$ cat config.mk
export PLATFORM = sky130hd
export DESIGN_NAME = up_down_counter_nbit
export DESIGN_NICKNAME = d
export VERILOG_FILES = /design/src/rtl/up_down_counter_nbit.sv
export SDC_FILE = /design/constraint.sdc
export NUM_CORES = 1
export LEC_CHECK = 0
export CAP_MARGIN = 10
export CORE_MARGIN = 2
export CORE_UTILIZATION = 45
export DETAILED_ROUTE_END_ITERATION = 10
export MAX_ROUTING_LAYER = met4
export PLACE_DENSITY = 0.83
export SYNTH_ARGS = -nofsm -noshare
export SYNTH_HDL_FRONTEND = slang
export SYNTH_SLANG_ARGS = --single-unit
$ cat constraint.sdc
create_clock -name clock -period 7.1 [get_ports clock]
set_clock_uncertainty 0.15 [all_clocks]
set_input_delay 2.13 -clock clock [delete_from_list [all_inputs] [get_ports clock]]
set_output_delay 2.13 -clock clock [all_outputs]
set_load 0.01 [all_outputs]
$ cat src/rtl/up_down_counter_nbit.sv
// Multi-channel up/down counter with wrap or saturate limits, per-channel load,
// and an optional cascade where each channel steps only on its predecessor's carry.
module up_down_counter_nbit #(
  parameter int WIDTH       = 10,
  parameter int CHANNELS    = 2,
  parameter int INCREMENT   = 1,
  parameter int MIN_VALUE   = 0,
  parameter int MAX_VALUE   = (2**WIDTH)-1,
  parameter int RESET_VALUE = 0,
  parameter int SATURATE    = 0,
  parameter int CASCADE     = 0
) (
  input  logic                      clock,
  input  logic                      reset,
  input  logic [CHANNELS-1:0]       enable,
  input  logic [CHANNELS-1:0]       countDown,
  input  logic [CHANNELS-1:0]       load,
  input  logic [CHANNELS*WIDTH-1:0] loadValue,
  output logic [CHANNELS*WIDTH-1:0] countValue,
  output logic [CHANNELS-1:0]       carryOut,
  output logic [CHANNELS-1:0]       terminalPulse
);

  localparam logic [WIDTH:0]   UP_LIMIT   = (WIDTH+1)'(MAX_VALUE - INCREMENT);
  localparam logic [WIDTH:0]   DOWN_LIMIT = (WIDTH+1)'(MIN_VALUE + INCREMENT);
  localparam logic [WIDTH:0]   MIN_EXT    = (WIDTH+1)'(MIN_VALUE);
  localparam logic [WIDTH:0]   MAX_EXT    = (WIDTH+1)'(MAX_VALUE);
  localparam logic [WIDTH-1:0] MIN_W      = WIDTH'(MIN_VALUE);
  localparam logic [WIDTH-1:0] MAX_W      = WIDTH'(MAX_VALUE);
  localparam logic [WIDTH-1:0] RST_W      = WIDTH'(RESET_VALUE);
  localparam logic [WIDTH-1:0] INC_W      = WIDTH'(INCREMENT);

  logic [CHANNELS-1:0] eff_en;
  logic [CHANNELS-1:0] at_bound;
  logic [CHANNELS-1:0] carry_comb;
  logic                ripple;

  // The carry chain lives in one block so the cascade ripples through every
  // channel in a single evaluation; channel 0 always sees an open gate.
  always_comb begin
    eff_en     = '0;
    carry_comb = '0;
    ripple     = 1'b1;
    for (int i = 0; i < CHANNELS; i++) begin
      eff_en[i]     = enable[i] & ((CASCADE == 0) | ripple);
      carry_comb[i] = eff_en[i] & ~load[i] & at_bound[i];
      ripple        = carry_comb[i];
    end
  end

  assign carryOut = carry_comb;

  for (genvar gi = 0; gi < CHANNELS; gi++) begin : g_chan
    logic [WIDTH-1:0] count_reg;
    logic [WIDTH-1:0] count_next;
    logic             terminal_reg;
    logic [WIDTH-1:0] load_raw;
    logic [WIDTH-1:0] load_clamped;
    logic [WIDTH:0]   count_ext;
    logic [WIDTH:0]   up_diff;
    logic [WIDTH:0]   down_diff;
    logic [WIDTH:0]   low_diff;
    logic [WIDTH:0]   high_diff;

    assign load_raw  = loadValue[gi*WIDTH +: WIDTH];
    assign count_ext = {1'b0, count_reg};

    // Limit tests use the borrow bit of a WIDTH+1 subtraction, so no
    // comparison ever wraps regardless of where the limits sit.
    assign up_diff   = UP_LIMIT - count_ext;
    assign down_diff = count_ext - DOWN_LIMIT;
    assign low_diff  = {1'b0, load_raw} - MIN_EXT;
    assign high_diff = MAX_EXT - {1'b0, load_raw};

    assign at_bound[gi] = countDown[gi] ? down_diff[WIDTH] : up_diff[WIDTH];

    always_comb begin
      load_clamped = load_raw;
      if (low_diff[WIDTH]) begin
        load_clamped = MIN_W;
      end else if (high_diff[WIDTH]) begin
        load_clamped = MAX_W;
      end
    end

    always_comb begin
      count_next = count_reg;
      if (load[gi]) begin
        count_next = load_clamped;
      end else if (eff_en[gi]) begin
        if (!at_bound[gi]) begin
          count_next = countDown[gi] ? (count_reg - INC_W) : (count_reg + INC_W);
        end else if (SATURATE != 0) begin
          count_next = countDown[gi] ? MIN_W : MAX_W;
        end else begin
          count_next = countDown[gi] ? MAX_W : MIN_W;
        end
      end
    end

    always_ff @(posedge clock) begin
      if (reset) begin
        count_reg    <= RST_W;
        terminal_reg <= 1'b0;
      end else begin
        count_reg    <= count_next;
        terminal_reg <= carry_comb[gi];
      end
    end

    assign countValue[gi*WIDTH +: WIDTH] = count_reg;
    assign terminalPulse[gi]             = terminal_reg;
  end

endmodule

## Yosys cells after proc, flatten, opt, wreduce, memory -nomap -nowiden

Cells that the tools add are included.

| cells by class | value |
|---|---|
| bitwise operators | 6 |
| mux-type cells | 14 |
| reductions and logical operators | 2 |
| add/sub/neg operators | 10 |

Operators with widths:

| kind | number |
|---|---|
| two-way mux 10 bit | 12 |
| subtractor 10 x 10 -> 11 bit, first input constant | 4 |
| subtractor 10 x 1 -> 11 bit, second input constant | 2 |
| adder 10 x 1 -> 10 bit, second input constant | 2 |
| subtractor 10 x 1 -> 10 bit, second input constant | 2 |
| AND 1 bit | 4 |
| nonzero test 2 bit | 2 |
| two-way mux 1 bit | 2 |
| NOT 1 bit | 2 |

| storage, ports and cells | value |
|---|---|
| input bits | 28 |
| output and inout bits | 24 |
| bits in registers | 22 |

## Logic depth before layout (Yosys ltp)

| logic depth | value |
|---|---|
| depth in word-level cells | 5 |
| depth in mapped cells | 7 |
| depth with buffers taken out | 7 |

## Least setup slack after synthesis

OpenSTA, ideal clock, no wires.

| timing | value |
|---|---|
| path kind | in2out |
| from | input port countDown[1] |
| to | output port carryOut[1] |
| buffers on the path | 2 |
| data arrival time | 3.136 ns |
| path slack | 1.684 ns |
| stages | 5 |
| cells stage by stage | nand4b_1 or3_1 clkbuf_1 a21oi_1 buf_4 |

| between the ends | value |
|---|---|
| cells in the longest elaborated chain, start to end | 2 |

Ends and longest elaborated chain:

| item | RTL line | text |
|---|---|---|
| from (decl) | 16 | `input logic [CHANNELS-1:0] countDown,` |
| two-way mux 1 bit | 75 | `assign at_bound[gi] = countDown[gi] ? down_diff[WIDTH] : up_diff[WIDTH];` |
| AND 1 bit | 46 | `carry_comb[i] = eff_en[i] & ~load[i] & at_bound[i];` |
| to (decl) | 20 | `output logic [CHANNELS-1:0] carryOut,` |

Every way passes these cells.

## Final worst setup path

| timing | value |
|---|---|
| from | input port countDown[0] |
| to | output port carryOut[0] |

Same word-level chain as after synthesis.

==> run metrics <==
ANT nets after route=0; Die H=69.5 microns; Die X=69.5 microns; grt total ovfl=0; Synth Warn #=0; # Post-CTS Setup Buffers=0; Least-Margin Pin Slew=0.909 ns; initial DRC count=169; PortBufs=51; effective utilization at floorplan=47.6%; Yosys cell types=46; Worst Hold Depth=4; total track usage=23.6%; fin crit share=93.0%; Largest register FFs=20; CTS resizes=0; Reg clk slew, reported paths=0.08 ns; ys async rst share=0%; Slew Limit Headroom=39.2%; Critical Path RT=4.82 ns; Synth Area per Inst=7.58 sq um; FF-to-FF setup slack=4.75 ns; most frequent cell after synthesis=a21oi_1; share of layout cells above drive strength 1=4.67%; vias in the first global route=1897; DRC Markers=0; setup TNS=0 ns; Post-Synth Adder-Cell Area=12.4%; data arrival time of the worst path=4.32 ns; reg-to-reg startpoint=g_chan[0].count_reg[0]$_SDFFE_PP0P_; I/O Pins=52; endpoint type of the worst setup path=primary output; mux cell area share after synthesis=2.07%; worst setup margin=0.500 ns; placer congestion estimate=0.947; RSZ-0062 raised after global routing=no; CTS max path bufs=2; pwr dens=169 nW/um^2; Synth top area share=22.8%; final wirelength=5600 microns; largest net degree at the start of global routing=24; CP max FO=10; Worst Hold Class=reg2reg; worst vdd ir=0.0835 mV; Slew Viols, Final=0; Layout area overhead=29.6%; Tmin final=6.60 ns; reg2reg end=g_chan[0].count_reg[8]$_SDFFE_PP0P_; Area contributors post-synth=dfxtp_1 (23%), ha_1 (10%), a21oi_1 (10%), nor2_1 (5.8%), xor2_1 (4.1%); register bit total from synthesis=22; Main synth FF type=dfxtp_1; number of antenna violations at the first check in global routing=0; Max-cap violations=0; synthesized cell area=1930 sq um; H-tree levels=1; cell taking the most area after synthesis=dfxtp_1; Num CTS Buffers=3; Ant. Diodes=0; CP endpoint=carryOut[0]; Final setup viols=0; most frequent cells after synthesis=a21oi_1 (39), nor2_1 (30), dfxtp_1 (22); final-stage net count=348; largest family of logic cells by synthesized area=compound AO/OA/AOI/OAI gates; hpwl dp=4150 microns; CTS tree=built; final hold violation count=0; status=finished clean; row count=23; cell depth of the worst flop-to-flop path=7; TritonCTS Sinks=22; EDFF count, synth=0; Synth Area in Simple Gates=24.3%; Avg WL per Cell=16.0 microns; startpoint types=input port; die area=4840 sq um; maximum clock frequency=152 MHz; XOR/XNOR Fraction of Synth Area=6.80%; via count=2084; cts hold-fix bufs=0; first-pass GRT wire length=9180 microns; critical path type=in2out; syn_nets=301; Pre-Repair DR Iteration Count=5; Place WS=0.566 ns; Root Buffer=clkbuf_8; Fin Hold WS=0.583 ns; post-layout util=61.8%; Setup crit start=countDown[0]; Synth Area in Compound Gates=26.5%; Syn Inst Count=255; Leakage=1.04 nW; worst skew pair latency=0.26 ns; DR vias/cell=5.95; core area=4060 sq um; register area share after synthesis=22.8%
[cell families (layout without fill, tap and decap cells)]
logic type,count (synthesis),count (layout)
flops,22,22
xor+xnor,15,15
compound gates,81,81
buf+inv,21,66
simple gates,94,94
mux,4,4
fa+ha+maj,18,18
[stage by stage]
stage	cell area [sq um]	instances	power, mW
2_1_floorplan	1930	255	0.270
3_3_place_gp	2460	347	0.340
3_5_place_dp	2460	347	0.342
4_1_cts	2510	350	0.422
5_1_grt	2510	350	0.450
6_report	2510	350	0.423
[worst min path at each step]
stage / startpoint / end
final: g_chan[1].count_reg[6]$_SDFFE_PP0P_ / g_chan[1].count_reg[6]$_SDFFE_PP0P_
after global routing: g_chan[0].count_reg[2]$_SDFFE_PP0P_ / g_chan[0].count_reg[2]$_SDFFE_PP0P_
after CTS: g_chan[1].count_reg[4]$_SDFFE_PP0P_ / g_chan[1].count_reg[4]$_SDFFE_PP0P_
after detailed placement: g_chan[1].count_reg[6]$_SDFFE_PP0P_ / g_chan[1].count_reg[6]$_SDFFE_PP0P_
after global placement: g_chan[1].count_reg[3]$_SDFFE_PP0P_ / g_chan[1].count_reg[3]$_SDFFE_PP0P_
after floorplan: g_chan[1].count_reg[6]$_SDFFE_PP0P_ / g_chan[1].count_reg[6]$_SDFFE_PP0P_
[cells in the final DEF, fill, tap and decap left out, types with 2 or more instances in the layout]
cell type	instances
o21a_1	3
clkdlybuf4s50_1	51
nand4b_1	2
nand2b_1	2
a21o_1	4
a211o_1	2
nand4_1	3
nor2b_1	2
xnor2_1	6
a311oi_1	4
a21oi_1	39
mux2i_1	4
buf_4	3
nor3_1	14
nor4_1	3
nor4b_1	2
nand2_1	15
nor2_1	30
clkbuf_8	3
or3_1	6
or2_2	2
o211ai_1	3
xor2_1	9
o21ai_0	13
nand3_1	8
ha_1	16
inv_1	9
fa_1	2
o21bai_1	2
dfxtp_1	22
[critical path, cell delays in order]
cell and delay (ns):
clkdlybuf4s50_1 0.54, buf_4 0.22, nor4b_1 0.26, nand3_1 0.29
a211oi_2 0.30, clkdlybuf4s50_1 0.58
[layout make-up]
| type | count | area (sq um) |
|---|---|---|
| tap | 50 | 62.6 |
| clock buffer | 3 | 41.3 |
| fill | 350 | 1550 |
| timing repair buffer | 54 | 533 |
| multi-input combinational | 212 | 1400 |
| inverter | 9 | 33.8 |
| sequential | 22 | 440 |
[report_power, final]
part           switching [mW]  internal (mW)
combinational          0.0943         0.0934
sequential             0.0215          0.135
clock                  0.0406         0.0379
total                   0.156          0.267
[per-layer routing]
layer  vias up  part of all wire [%]  track usage (%)
li1       1028                     -                -
met1       951                    48             35.2
met2        99                    43             33.8
met3         6                   8.4             4.36
met4         0                  0.43             3.27
met5         -                     0                -
Note: power is estimated with default switching activity, not from simulation.
